$ cat config.mk
export PLATFORM = sky130hd
export DESIGN_NAME = scan_row_drive
export DESIGN_NICKNAME = d
export VERILOG_FILES = /design/src/rtl/scan_row_drive.sv
export SDC_FILE = /design/constraint.sdc
export NUM_CORES = 1
export LEC_CHECK = 0
export CORE_MARGIN = 8
export CORE_UTILIZATION = 45
export CTS_CLUSTER_DIAMETER = 120
export DETAILED_ROUTE_END_ITERATION = 10
export HOLD_SLACK_MARGIN = 0.12
export PLACE_DENSITY_LB_ADDON = 0.08
export SYNTH_ARGS = -nofsm -noshare
export SYNTH_HDL_FRONTEND = slang
export SYNTH_SLANG_ARGS = --single-unit
$ cat constraint.sdc
create_clock -name clk -period 2.3 [get_ports clk]
set_input_delay 0.46 -clock clk [delete_from_list [all_inputs] [get_ports clk]]
set_output_delay 0.46 -clock clk [all_outputs]
set_load 0.005 [all_outputs]
$ cat src/rtl/scan_row_drive.sv
// scan_row_drive: normal-display row scan driver.
// Per row: wait for a line, shift the columns out (read / shift alternating),
// serialise the 10-bit row address LSB first, then fire g1, g2 and ren/woe.
// Every output is a flop; each transition loads the values for the next cycle.
module scan_row_drive #(
   parameter int ROW_NUM = 1024,
   parameter int COL_CLK = 64,
   parameter int DW      = 8
) (
   input  logic          clk,
   input  logic          rst,
   input  logic          clr_op,
   input  logic          frame_start,
   input  logic          line_rdy,
   output logic          line_req,
   output logic          col_rd,
   input  logic [DW-1:0] col_data_in,
   output logic [DW-1:0] col_data,
   output logic          col_start,
   output logic          col_shift,
   output logic          lrn,
   output logic          g1,
   output logic          g2,
   output logic          ren,
   output logic          woe,
   output logic          row_data,
   output logic [9:0]    row_idx,
   output logic          busy,
   output logic          frame_done,
   output logic          frame_ovr
);

   // Step counter is shared by SHIFT (up to 2*255-1), ADDR and STROBE.
   localparam int             CW         = 10;
   localparam logic [CW-1:0]  SHIFT_LAST = CW'(2 * COL_CLK - 1);
   localparam logic [CW-1:0]  ADDR_LAST  = CW'(9);
   localparam logic [CW-1:0]  STB_LAST   = CW'(4);
   localparam logic [9:0]     ROW_LAST   = 10'(ROW_NUM - 1);

   // The row-advance decision is taken on the edge that leaves the last
   // STROBE step, so the next row's line_req (or frame_done) appears in the
   // cycle right after the strobes, giving a 2*COL_CLK+16 cycle row period.
   typedef enum logic [2:0] {
      IDLE,
      WAIT_LINE,
      SHIFT,
      ADDR,
      STROBE
   } state_t;

   state_t        state;
   logic [CW-1:0] cnt;

   // Scan FSM: state, step counter and all registered panel outputs.
   always_ff @(posedge clk or posedge rst) begin
      if (rst) begin
         state      <= IDLE;
         cnt        <= '0;
         line_req   <= 1'b0;
         col_rd     <= 1'b0;
         col_data   <= '0;
         col_start  <= 1'b0;
         col_shift  <= 1'b0;
         lrn        <= 1'b1;
         g1         <= 1'b0;
         g2         <= 1'b0;
         ren        <= 1'b0;
         woe        <= 1'b0;
         row_data   <= 1'b0;
         row_idx    <= '0;
         busy       <= 1'b0;
         frame_done <= 1'b0;
         frame_ovr  <= 1'b0;
      end else begin
         // Strobes and pulses idle unless the next cycle's step asks for them.
         line_req   <= 1'b0;
         col_rd     <= 1'b0;
         col_start  <= 1'b0;
         col_shift  <= 1'b0;
         lrn        <= 1'b1;
         g1         <= 1'b0;
         g2         <= 1'b0;
         ren        <= 1'b0;
         woe        <= 1'b0;
         row_data   <= 1'b0;
         frame_done <= 1'b0;
         frame_ovr  <= 1'b0;

         // The FWFT word is consumed in the cycle col_rd is high; holding it
         // here keeps col_data steady through the following shift-high cycle.
         if (col_rd)
            col_data <= col_data_in;

         if (busy && clr_op) begin
            // Clear sequencer took the pins back: drop the frame silently.
            state    <= IDLE;
            cnt      <= '0;
            busy     <= 1'b0;
            row_idx  <= '0;
            col_data <= '0;
         end else begin
            if (busy && frame_start)
               frame_ovr <= 1'b1;

            case (state)
               IDLE: begin
                  cnt <= '0;
                  if (frame_start && !clr_op) begin
                     state    <= WAIT_LINE;
                     line_req <= 1'b1;
                     busy     <= 1'b1;
                     row_idx  <= '0;
                  end
               end

               WAIT_LINE: begin
                  // line_req is high for the whole of this state, so the
                  // accept edge is simply line_rdy sampled here.
                  if (line_rdy) begin
                     state     <= SHIFT;
                     cnt       <= '0;
                     col_rd    <= 1'b1;
                     col_start <= 1'b1;
                  end else begin
                     line_req <= 1'b1;
                  end
               end

               SHIFT: begin
                  if (cnt == SHIFT_LAST) begin
                     state    <= ADDR;
                     cnt      <= '0;
                     lrn      <= 1'b0;
                     row_data <= row_idx[0];
                  end else begin
                     cnt <= cnt + CW'(1);
                     // Even steps read a word, odd steps clock it into the panel.
                     if (cnt[0])
                        col_rd <= 1'b1;
                     else
                        col_shift <= 1'b1;
                  end
               end

               ADDR: begin
                  lrn <= 1'b0;
                  if (cnt == ADDR_LAST) begin
                     state <= STROBE;
                     cnt   <= '0;
                     g1    <= 1'b1;
                  end else begin
                     cnt      <= cnt + CW'(1);
                     row_data <= row_idx[cnt[3:0] + 4'd1];
                  end
               end

               STROBE: begin
                  if (cnt == STB_LAST) begin
                     cnt <= '0;
                     if (row_idx == ROW_LAST) begin
                        state      <= IDLE;
                        frame_done <= 1'b1;
                        busy       <= 1'b0;
                        row_idx    <= '0;
                     end else begin
                        state    <= WAIT_LINE;
                        line_req <= 1'b1;
                        row_idx  <= row_idx + 10'd1;
                     end
                  end else begin
                     cnt <= cnt + CW'(1);
                     lrn <= 1'b0;
                     if (cnt == '0) begin
                        g2 <= 1'b1;
                     end else begin
                        ren <= 1'b1;
                        woe <= 1'b1;
                     end
                  end
               end

               default: begin
                  state <= IDLE;
                  cnt   <= '0;
               end
            endcase
         end
      end
   end

endmodule

==> metrics, run 1 <==
Synth area leaders=dfrtp_1 44%, mux2i_1 5.0%, nand3_1 3.7%, nand2_1 3.6%, nor2_1 3.1%; min-delay src=col_data[5]$_DFFE_PP0P_; Worst-Margin Slew=approximately 0.52 ns; dominant cell type by area after synthesis=dfrtp_1; Final Max Tran Viols=0; Die X=just under 90 µm; VDD IR max=around 0.40 mV; largest net degree at the start of global routing=44; CTS clk-pin slew, worst paths=0.07 ns; FF+latch area=approximately 0.0011 mm²; multi-input logic area=between 0.001 and 0.0015 mm²; Leakage=1.29 nW; GRT Total Usage=between 10% and 20%; Post-synth EDFFs=0; Clk Tree Root Cell=clkbuf_8; Worst Path Arrival=between 2 and 2.5 ns; Area Overhead vs Synth=27.6%; worst r2r src=cnt[1]$_DFFE_PP0N_; routed vias/inst=5.70; FFs w/ async S/R, synth=100%; Port Buffers=43; Core Rows=26; H-Tree Depth=2; antenna diode count=0; Power Density=890 mW/mm²; DRC=0; core area=slightly above 0.005 mm²; global route overflow=0; hold buffer count at cts=0; register bit total from synthesis=between 40 and 50; Cell variety after synth=54; DP HPWL=4.48 mm; syn nets=around 260; filler cell count=roughly 500; first-pass GRT wire length=slightly above 10 mm; antenna violations before repair=0; Vias=about 2100; Total Die Area=about 0.008 mm²; CTS sink count=between 40 and 50; fin crit share=a little over nine tenths; Post-Synthesis Cells=between 200 and 250; Worst Setup SP=cnt[1]$_DFFE_PP0N_; First-pass DRT Iterations=5; GP Congestion=0.815; MaxCap Viol Count=0; Post-synth top cells=42 x dfrtp_1, 23 x nand2_1, 20 x nor2_1; Seq/Total Area, Yosys=44.6%; outcome=finished, final reports clean; Post-Syn Area per Cell=9.86 µm²; final hold viol count=0; Total Wirelength=around 5.9 mm; share of the synthesized area in the top cell type=43.5%; Crit Path Max Fanout=13; vias in the first global route=2029; clk_lat worst skew=just under 0.3 ns; Crit Path Class=register to register; Post-CTS Resized=0; Max-slew headroom=between 60% and 70%; Worst Setup End Kind=register; Syn Std Cell Area=about 0.0024 mm²; Synth Flop Type=dfrtp_1; final setup violation count=0; Wirelength per Cell=~16 µm; Num CTS Buffers=5; YS warnings=0; Startpoint Class=register; clk buf depth=2; unrepaired setup endpoints after global routing=false; Nets=319; Max Freq=459 MHz; Area after DPL=between 0.002 and 0.003 mm²; count leader, synth=dfrtp_1; worst-case clock skew=0.0121 ns; antenna-violating nets left=0; setup tns final=0 ns; min Tclk post-route=around 2.2 ns; CTS tree=yes; DR iter-0 viols=between 100 and 150; Finished Cell Area=just over 0.003 mm²; Ports=44; Hold WC Path Type=register to register; Setup Buffers After CTS=0; Die Ht=a little under 90 µm; Critical Path RT=between 2 and 2.5 ns; layout cell share with drive strength beyond 1=between 10 and 15%; Starting Density=47.0%
report_power, final:
part	switching [mW]	leakage, nW	internal (mW)
clock network	0.247	0.0422	0.213
registers	0.124	0.581	0.918
logic	0.607	0.669	0.631
placed cells by master, fill, tap and decap left out, types with 4 or more instances in the layout:
cell type,instances
clkbuf_8,5
dfrtp_1,42
nand3_1,18
o21ai_1,4
nor3b_1,4
nand4_1,6
nor2_1,20
o31ai_1,4
nor3_1,12
o21ai_0,11
clkdlybuf4s50_1,43
ha_1,4
nand2_1,23
buf_4,22
mux2i_1,12
and3_1,5
inv_1,8
a31oi_1,5
cell families after synthesis:
logic type	count (synthesis)	synth area share, %
AOI/OAI and AO/OA	50	17.0
xor gates and xnor gates	2	0.726
adders and majority gates	4	2.07
buffers and inverters	23	5.44
DFF	43	44.6
muxes	14	6.84
and+or+nand+nor	109	23.3
final cells by class:
| type | instances | share of cell area (%) |
|---|---|---|
| multi-input cells | 179 | 39.2 |
| flip-flops and latches | 43 | 35.0 |
| repair buffers | 65 | 19.3 |
| well taps | 70 | 2.84 |
| clock buffers | 7 | 2.48 |
| inverters | 8 | 0.975 |
| clock inverters | 1 | 0.162 |
sequential cells by signal, indices dropped and copies added, names as in the netlist:
register	flops
lrn	1
g2	1
busy	1
frame_ovr	1
col_start	1
cnt	10
state	3
frame_done	1
row_idx	10
row_data	1
g1	1
col_shift	1
line_req	1
woe	1
col_rd	1
col_data	8
stage by stage:
step / utilization, % / setup WS (ns) / total power, mW / cells / hold WS, ns
finish: 59.9 / 0.123 / 2.74 / 373 / 0.527
CTS: 59.9 / 0.117 / 2.76 / 373 / 0.532
global placement: 58.3 / 0.185 / 2.29 / 365 / 0.502
global route: 59.9 / 0.0289 / 2.94 / 373 / 0.572
detailed placement: 58.3 / 0.119 / 2.30 / 365 / 0.513
floorplan: - / 0.0459 / 1.78 / 245 / 0.481
worst max-delay path, cell delays in order, from the launching register on:
cell     delay, ns
dfrtp_1       0.41
inv_1         0.09
ha_1          0.13
or2b_4        0.28
or4_4         0.54
o211a_4       0.31
o41ai_2       0.32
layer usage:
| layer | up-vias | routed length [µm] | GRT usage (%) |
|---|---|---|---|
| met1 | 1039 | 2660 | 21.7 |
| met5 | - | 0 | 0 |
| li1 | 1012 | - | - |
| met4 | 0 | 65 | 4.68 |
| met3 | 7 | 400 | 3.03 |
| met2 | 68 | 2780 | 25.4 |
path summary, 6_finish.rpt:
| kind | to | slack [ns] | depth (start not counted) |
|---|---|---|---|
| worst max register to register | row_idx[8]$_DFFE_PP0P_ | 0.12 | 6 |
| worst min register to register | col_data[5]$_DFFE_PP0P_ | 0.53 | 2 |
| worst min-delay path | col_data[5]$_DFFE_PP0P_ | 0.53 | 2 |
| worst max-delay path | row_idx[8]$_DFFE_PP0P_ | 0.12 | 6 |
| max in group asynchronous | lrn$_DFF_PP1_ | 1.32 | 3 |
| min in group asynchronous | woe$_DFF_PP0_ | 0.60 | 3 |
(Power assumes the default switching activity.)
==> run 2, diff against run 1 <==
==> constraint.sdc (replaced) <==
create_clock -name clk -period 2.1 [get_ports clk]
set_input_delay 0.42 -clock clk [delete_from_list [all_inputs] [get_ports clk]]
set_output_delay 0.42 -clock clk [all_outputs]
set_load 0.005 [all_outputs]
==> run 2 against run 1 <==
Compared with the run above:
- the run now ends with negative setup slack left
- maximum frequency rose by 3.5%
- clock power rose by 9.6%
- worst hold slack got worse by 0.048 ns
- first-iteration DRC count rose by 35%
- total power rose by 21%
- non-clock buffer count rose by 17
- critical path type unchanged
- utilization rose by 4.9 points
- clock-buffer cell count did not move
- final cell count rose by 4.8%
- global-route usage rose by 0.90 points
- cell area rose by 8.2%
==> metrics, run 2 (synthesis results as in run 1) <==
worst-case clock skew=0.00963 ns (was 0.0121 ns); fin crit share=100% (was 94.6%); outcome=finished, violations left (was finished, final reports clean); DR iter-0 viols=154 (was 114); setup tns final=-0.00665 ns (was 0 ns); Area after DPL=0.00309 mm² (was 0.00300 mm²); Final Max Tran Viols=0 (unchanged); Starting Density=47.0% (unchanged); Num CTS Buffers=5 (unchanged); most frequent cells in the layout=43 x clkdlybuf4s50_1, 42 x dfrtp_1, 34 x buf_4 (was 43 x clkdlybuf4s50_1, 42 x dfrtp_1, 23 x nand2_1); Die X=89.3 µm (unchanged); vias in the first global route=2067 (was 2029); Max Freq=475 MHz (was 459 MHz); GRT Total Usage=16.9% (was 16.0%); antenna diode count=0 (unchanged); final hold viol count=0 (unchanged); GP Congestion=0.852 (was 0.815); hold buffer count at cts=0 (unchanged); VDD IR max=0.431 mV (was 0.405 mV); failing checks=negative setup slack; Ports=44 (unchanged); Finished Cell Area=0.00333 mm² (was 0.00308 mm²); First-pass DRT Iterations=4 (was 5); Leakage=1.40 nW (was 1.29 nW); CTS clk-pin slew, worst paths=0.08 ns (was 0.07 ns); cells along the critical path=or3_4, buf_6, o41ai_4, o311ai_4, buf_4, a31oi_1, o22ai_1 (was inv_1, ha_1, or2b_4, or4_4, o211a_4, o41ai_2); DRC=0 (unchanged); Final Total Pwr=3.30 mW (was 2.74 mW); CTS tree=yes (unchanged); first-pass GRT wire length=10.5 mm (was 10.1 mm); Wirelength per Cell=16.6 µm (was 15.8 µm); Hold WC Path Type=primary input to asynchronous set/reset pin (was register to register); Worst Path Arrival=2.28 ns (was 2.36 ns); final setup violation count=2 (was 0); Vias=2160 (was 2126); top flop regs=cnt (10), row_idx (10), col_data (8) (unchanged); Critical Path RT=2.28 ns (was 2.49 ns); global route overflow=0 (unchanged); Clk Tree Root Cell=clkbuf_8 (unchanged); Worst-Margin Slew=0.514 ns (was 0.524 ns); unrepaired setup endpoints after global routing=true (was false); Worst Setup End Kind=register (unchanged); min Tclk post-route=2.10 ns (was 2.18 ns); H-Tree Depth=2 (unchanged); Crit Path Class=register to register (unchanged); Die Ht=89.3 µm (unchanged); antenna-violating nets left=0 (unchanged); clk buf depth=2 (unchanged); Nets=337 (was 319); largest net degree at the start of global routing=44 (unchanged); Startpoint Class=register (unchanged); Port Buffers=43 (unchanged); Power Density=991 mW/mm² (was 890 mW/mm²); core area=0.00514 mm² (unchanged); Core Rows=26 (unchanged); crit-path max cell delay=0.40 ns (was 0.54 ns); layout cell share with drive strength beyond 1=24.6% (was 14.9%); commonest non-fill, non-tap cell in the layout=clkdlybuf4s50_1 (unchanged); Total Die Area=0.00797 mm² (unchanged); MaxCap Viol Count=0 (unchanged); post-place setup slack=-0.0850 ns (was 0.119 ns); Crit Path Max Fanout=5 (was 13); slowest stage cell, crit path=or3_4 (was or4_4); clk_lat worst skew=0.29 ns (about the same); routed vias/inst=5.52 (was 5.70); Reg2Reg Setup Slack=-0.004 ns (was 0.12 ns); CTS sink count=43 (unchanged); Total Wirelength=6.50 mm (was 5.91 mm); PnR worst setup slack=-0.00420 ns (was 0.123 ns); Area Overhead vs Synth=38.1% (was 27.6%); DP HPWL=4.65 mm (was 4.48 mm); Max-slew headroom=65.7% (was 65.1%); antenna violations before repair=0 (unchanged)
## run 2: worst paths after layout
| kind | from | end | depth (start not counted) |
|---|---|---|---|
| max in group asynchronous | rst | lrn$_DFF_PP1_ | 3 |
| hold / removal | rst | row_idx[8]$_DFFE_PP0P_ | 3 |
| setup / recovery | cnt[7]$_DFFE_PP0N_ | cnt[8]$_DFFE_PP0N_ | 7 |
| min in group clk | col_data[5]$_DFFE_PP0P_ | col_data[5]$_DFFE_PP0P_ | 2 |
| setup reg to reg | cnt[7]$_DFFE_PP0N_ | cnt[8]$_DFFE_PP0N_ | 7 |
| hold reg to reg | col_data[5]$_DFFE_PP0P_ | col_data[5]$_DFFE_PP0P_ | 2 |
## run 2: repair_timing
action / CTS / global route
endpoints found under the setup margin: 6 / 17
resized for setup: 0 / 26
pin swaps: 1 / 8
buffers inserted: 4 / 3
cloned: 0 / 1
## run 2: report_power, final
part / internal [mW] / switching, mW
Combinational: 0.880 / 0.774
Clock: 0.234 / 0.270
Sequential: 1.01 / 0.139
## run 2: layout make-up
class / instances / area [µm²]
fillers: 440 / 1810
multi-input cells: 180 / 1310
flip-flops and latches: 43 / 1080
repair buffers: 82 / 751
well taps: 70 / 87.6
clock buffers: 7 / 76.3
inverters: 8 / 30.0
clock inverters: 1 / 5.00
## run 2: worst max-delay path, delay by kind of cell (launching register included)
kind,cells,cell delay (ns)
AOI/OAI and AO/OA,4,0.85
buffers and inverters,2,0.34
DFF,1,0.39
and+or+nand+nor,1,0.40
## run 2: routing by layer
layer  wire length [µm]  global-route usage, %  up-vias  share of wire (%)
li1                   -                      -     1059                  -
met1               3090                   23.1     1039                 47
met2               3060                   26.2       53                 47
met3                261                   3.31        9                4.0
met4                 85                   5.44        0                1.3
met5                  0                      0        -                  0
## run 2: per-stage QoR
stage               util [%]  hold WS, ns  cells
floorplan                  -        0.481    245
detailed placement      60.1        0.519    375
global placement        60.1        0.502    375
finish                  64.9        0.479    391
CTS                     62.2        0.488    387
global route            64.9        0.522    391
==> run 3, diff against run 2 <==
--- a/config.mk
+++ b/config.mk
@@ -5,6 +5,7 @@
 export SDC_FILE = /design/constraint.sdc
 export NUM_CORES = 1
 export LEC_CHECK = 0
+export CORE_ASPECT_RATIO = 0.7
 export CORE_MARGIN = 8
 export CORE_UTILIZATION = 45
 export CTS_CLUSTER_DIAMETER = 120
==> run 3 against run 2 <==
Compared with the run above:
- the run now ends clean
- sequential share of layout area about the same
- combinational power hardly changed
- register-to-register slack improved by 0.02 ns
- flip-flop and latch count stayed put
- wire length is 0.40% lower
- clock power grew 1%
- worst setup slack improved by 0.018 ns
- maximum frequency rose by 0.85%
- total power fell by 0.42%
- clock skew shrank 0.0044 ns
- non-clock buffer count unchanged
- die area increased by 0.47%
- critical endpoint is now cnt[4]$_DFFE_PP0N_
- largest cell class unchanged
- largest power group unchanged
==> metrics, run 3 (synthesis results as in run 1) <==
MaxCap Viol Count=0 (unchanged); Clk Tree Root Cell=clkbuf_8 (unchanged); Hold WC Path Type=primary input to asynchronous set/reset pin (unchanged); Num CTS Buffers=5 (unchanged); final hold viol count=0 (unchanged); Max Freq=479 MHz (was 475 MHz); met2 GRT Util=21.5% (was 26.2%); worst-case clock skew=0.00522 ns (was 0.00963 ns); largest net degree at the start of global routing=44 (unchanged); clk_lat worst skew=0.29 ns (about the same); Worst Path Arrival=2.27 ns (was 2.28 ns); Area Overhead vs Synth=38.2% (was 38.1%); Crit Path Max Fanout=4 (was 5); DRC=0 (unchanged); Top Usage Layer GRT=met1 (was met2); outcome=finished, final reports clean (was finished, violations left); clk buf depth=2 (unchanged); GP Congestion=0.844 (was 0.852); min Tclk post-route=2.09 ns (was 2.10 ns); First-pass DRT Iterations=4 (unchanged); global route overflow=0 (unchanged); most frequent cells in the layout=43 x clkdlybuf4s50_1, 41 x dfrtp_1, 35 x buf_4 (was 43 x clkdlybuf4s50_1, 42 x dfrtp_1, 34 x buf_4); first-pass GRT wire length=10.6 mm (was 10.5 mm); Final Total Pwr=3.29 mW (was 3.30 mW); Leakage=1.39 nW (was 1.40 nW); Nets=337 (unchanged); antenna violations before repair=0 (unchanged); core area=0.00520 mm² (was 0.00514 mm²); H-Tree Depth=2 (unchanged); Total Die Area=0.00800 mm² (was 0.00797 mm²); met3 usage in global routing=4.34% (was 3.31%); DR iter-0 viols=110 (was 154); VDD IR max=0.468 mV (was 0.431 mV); commonest non-fill, non-tap cell in the layout=clkdlybuf4s50_1 (unchanged); Crit Path Class=register to register (unchanged); Starting Density=46.4% (was 47.0%); DP HPWL=4.66 mm (was 4.65 mm); Die X=104 µm (was 89.3 µm); Core Rows=22 (was 26); CTS clk-pin slew, worst paths=0.08 ns (about the same); vias in the first global route=2030 (was 2067); antenna-violating nets left=0 (unchanged); Die Ht=77.3 µm (was 89.3 µm); final setup violation count=0 (was 2); Worst Setup End Kind=register (unchanged); routed vias/inst=5.52 (about the same); Total Wirelength=6.47 mm (was 6.50 mm); fin crit share=99.4% (was 100%); layout cell share with drive strength beyond 1=24.9% (was 24.6%); top flop regs=cnt (10), row_idx (10), col_data (8) (unchanged); hold buffer count at cts=0 (unchanged); Power Density=985 mW/mm² (was 991 mW/mm²); Vias=2170 (was 2160); Worst-Margin Slew=0.383 ns (was 0.514 ns); CTS sink count=43 (unchanged); CTS tree=yes (unchanged); Placed Cells=380 (was 375); Reg2Reg Setup Slack=0.01 ns (was -0.004 ns); Wirelength per Cell=16.5 µm (was 16.6 µm); Port Buffers=43 (unchanged); Final Max Tran Viols=0 (unchanged); Critical Path RT=2.29 ns (was 2.28 ns); unrepaired setup endpoints after global routing=true (unchanged); antenna diode count=0 (unchanged); Max-slew headroom=73.8% (was 65.7%); final hold slack=0.487 ns (was 0.479 ns); Startpoint Class=register (unchanged); GRT Total Usage=15.9% (was 16.9%); GR Util met1=23.8% (was 23.1%); Ports=44 (unchanged); Cell Count, Final, Fillers Out=393 (was 391)
-- run 3: cell count changes in the layout (fill, tap and decap cells not counted), moves of 2 or more --
cell	previous run	this run
nand3_1	16	18
nand3_2	2	0
o21ai_1	7	5
o21ai_2	4	7
-- run 3: final timing paths --
kind                                    startpoint                 endpoint  depth (start not counted)
min in group clk           col_data[1]$_DFFE_PP0P_  col_data[1]$_DFFE_PP0P_                          2
max in group asynchronous                      rst            lrn$_DFF_PP1_                          3
min                                            rst   row_idx[7]$_DFFE_PP0P_                          3
min reg2reg                col_data[1]$_DFFE_PP0P_  col_data[1]$_DFFE_PP0P_                          2
max reg2reg                     cnt[8]$_DFFE_PP0N_       cnt[4]$_DFFE_PP0N_                          7
max                             cnt[8]$_DFFE_PP0N_       cnt[4]$_DFFE_PP0N_                          7
-- run 3: per-stage QoR --
stage          instance area [µm²]  utilization [%]  setup TNS, ns  setup WS (ns)
5_1_grt                       3340             64.2         -0.431        -0.0557
3_5_place_dp                  3110             59.8         -0.195        -0.0387
6_report                      3340             64.2              0         0.0136
4_1_cts                       3210             61.8        -0.0151        -0.0138
3_3_place_gp                  3110             59.8        -0.0281        -0.0248
2_1_floorplan                 2430                -         -0.214        -0.0396
-- run 3: area by class of cell --
type,instances,area (µm²)
Fill cell,406,1860
Multi-Input combinational cell,180,1310
Sequential cell,43,1080
Timing Repair Buffer,82,747
Tap cell,72,90.1
Clock buffer,6,72.6
Inverter,8,30.0
Clock inverter,2,12.5
-- run 3: metal layers --
| layer | up-vias | wire (µm) |
|---|---|---|
| met2 | 63 | 2710 |
| met4 | 0 | 54 |
| met5 | - | 0 |
| li1 | 1062 | - |
| met3 | 5 | 327 |
| met1 | 1040 | 3380 |
-- run 3: timing repair --
action | 4_1_cts | 5_1_grt
gates resized for setup | 4 | 23
buffers inserted | 1 | 3
pin swaps | 3 | 9
cloned | 0 | 1
hold endpoints to repair | 0 | 0
setup endpoints to repair | 12 | 18
-- run 3: where the power goes --
part,internal [mW],leakage (nW),switching (mW),total (mW)
Sequential,1.01,0.580,0.144,1.15
Combinational,0.855,0.767,0.772,1.63
Clock,0.232,0.0412,0.278,0.511
-- run 3: worst max-delay path, stage by stage (launching register included) --
cell and delay, ns:
dfrtp_1 0.39, or3_4 0.41, buf_6 0.13, o41ai_4 0.41, o311ai_4 0.22, buf_6 0.17
a31oi_1 0.17, o21ai_1 0.07
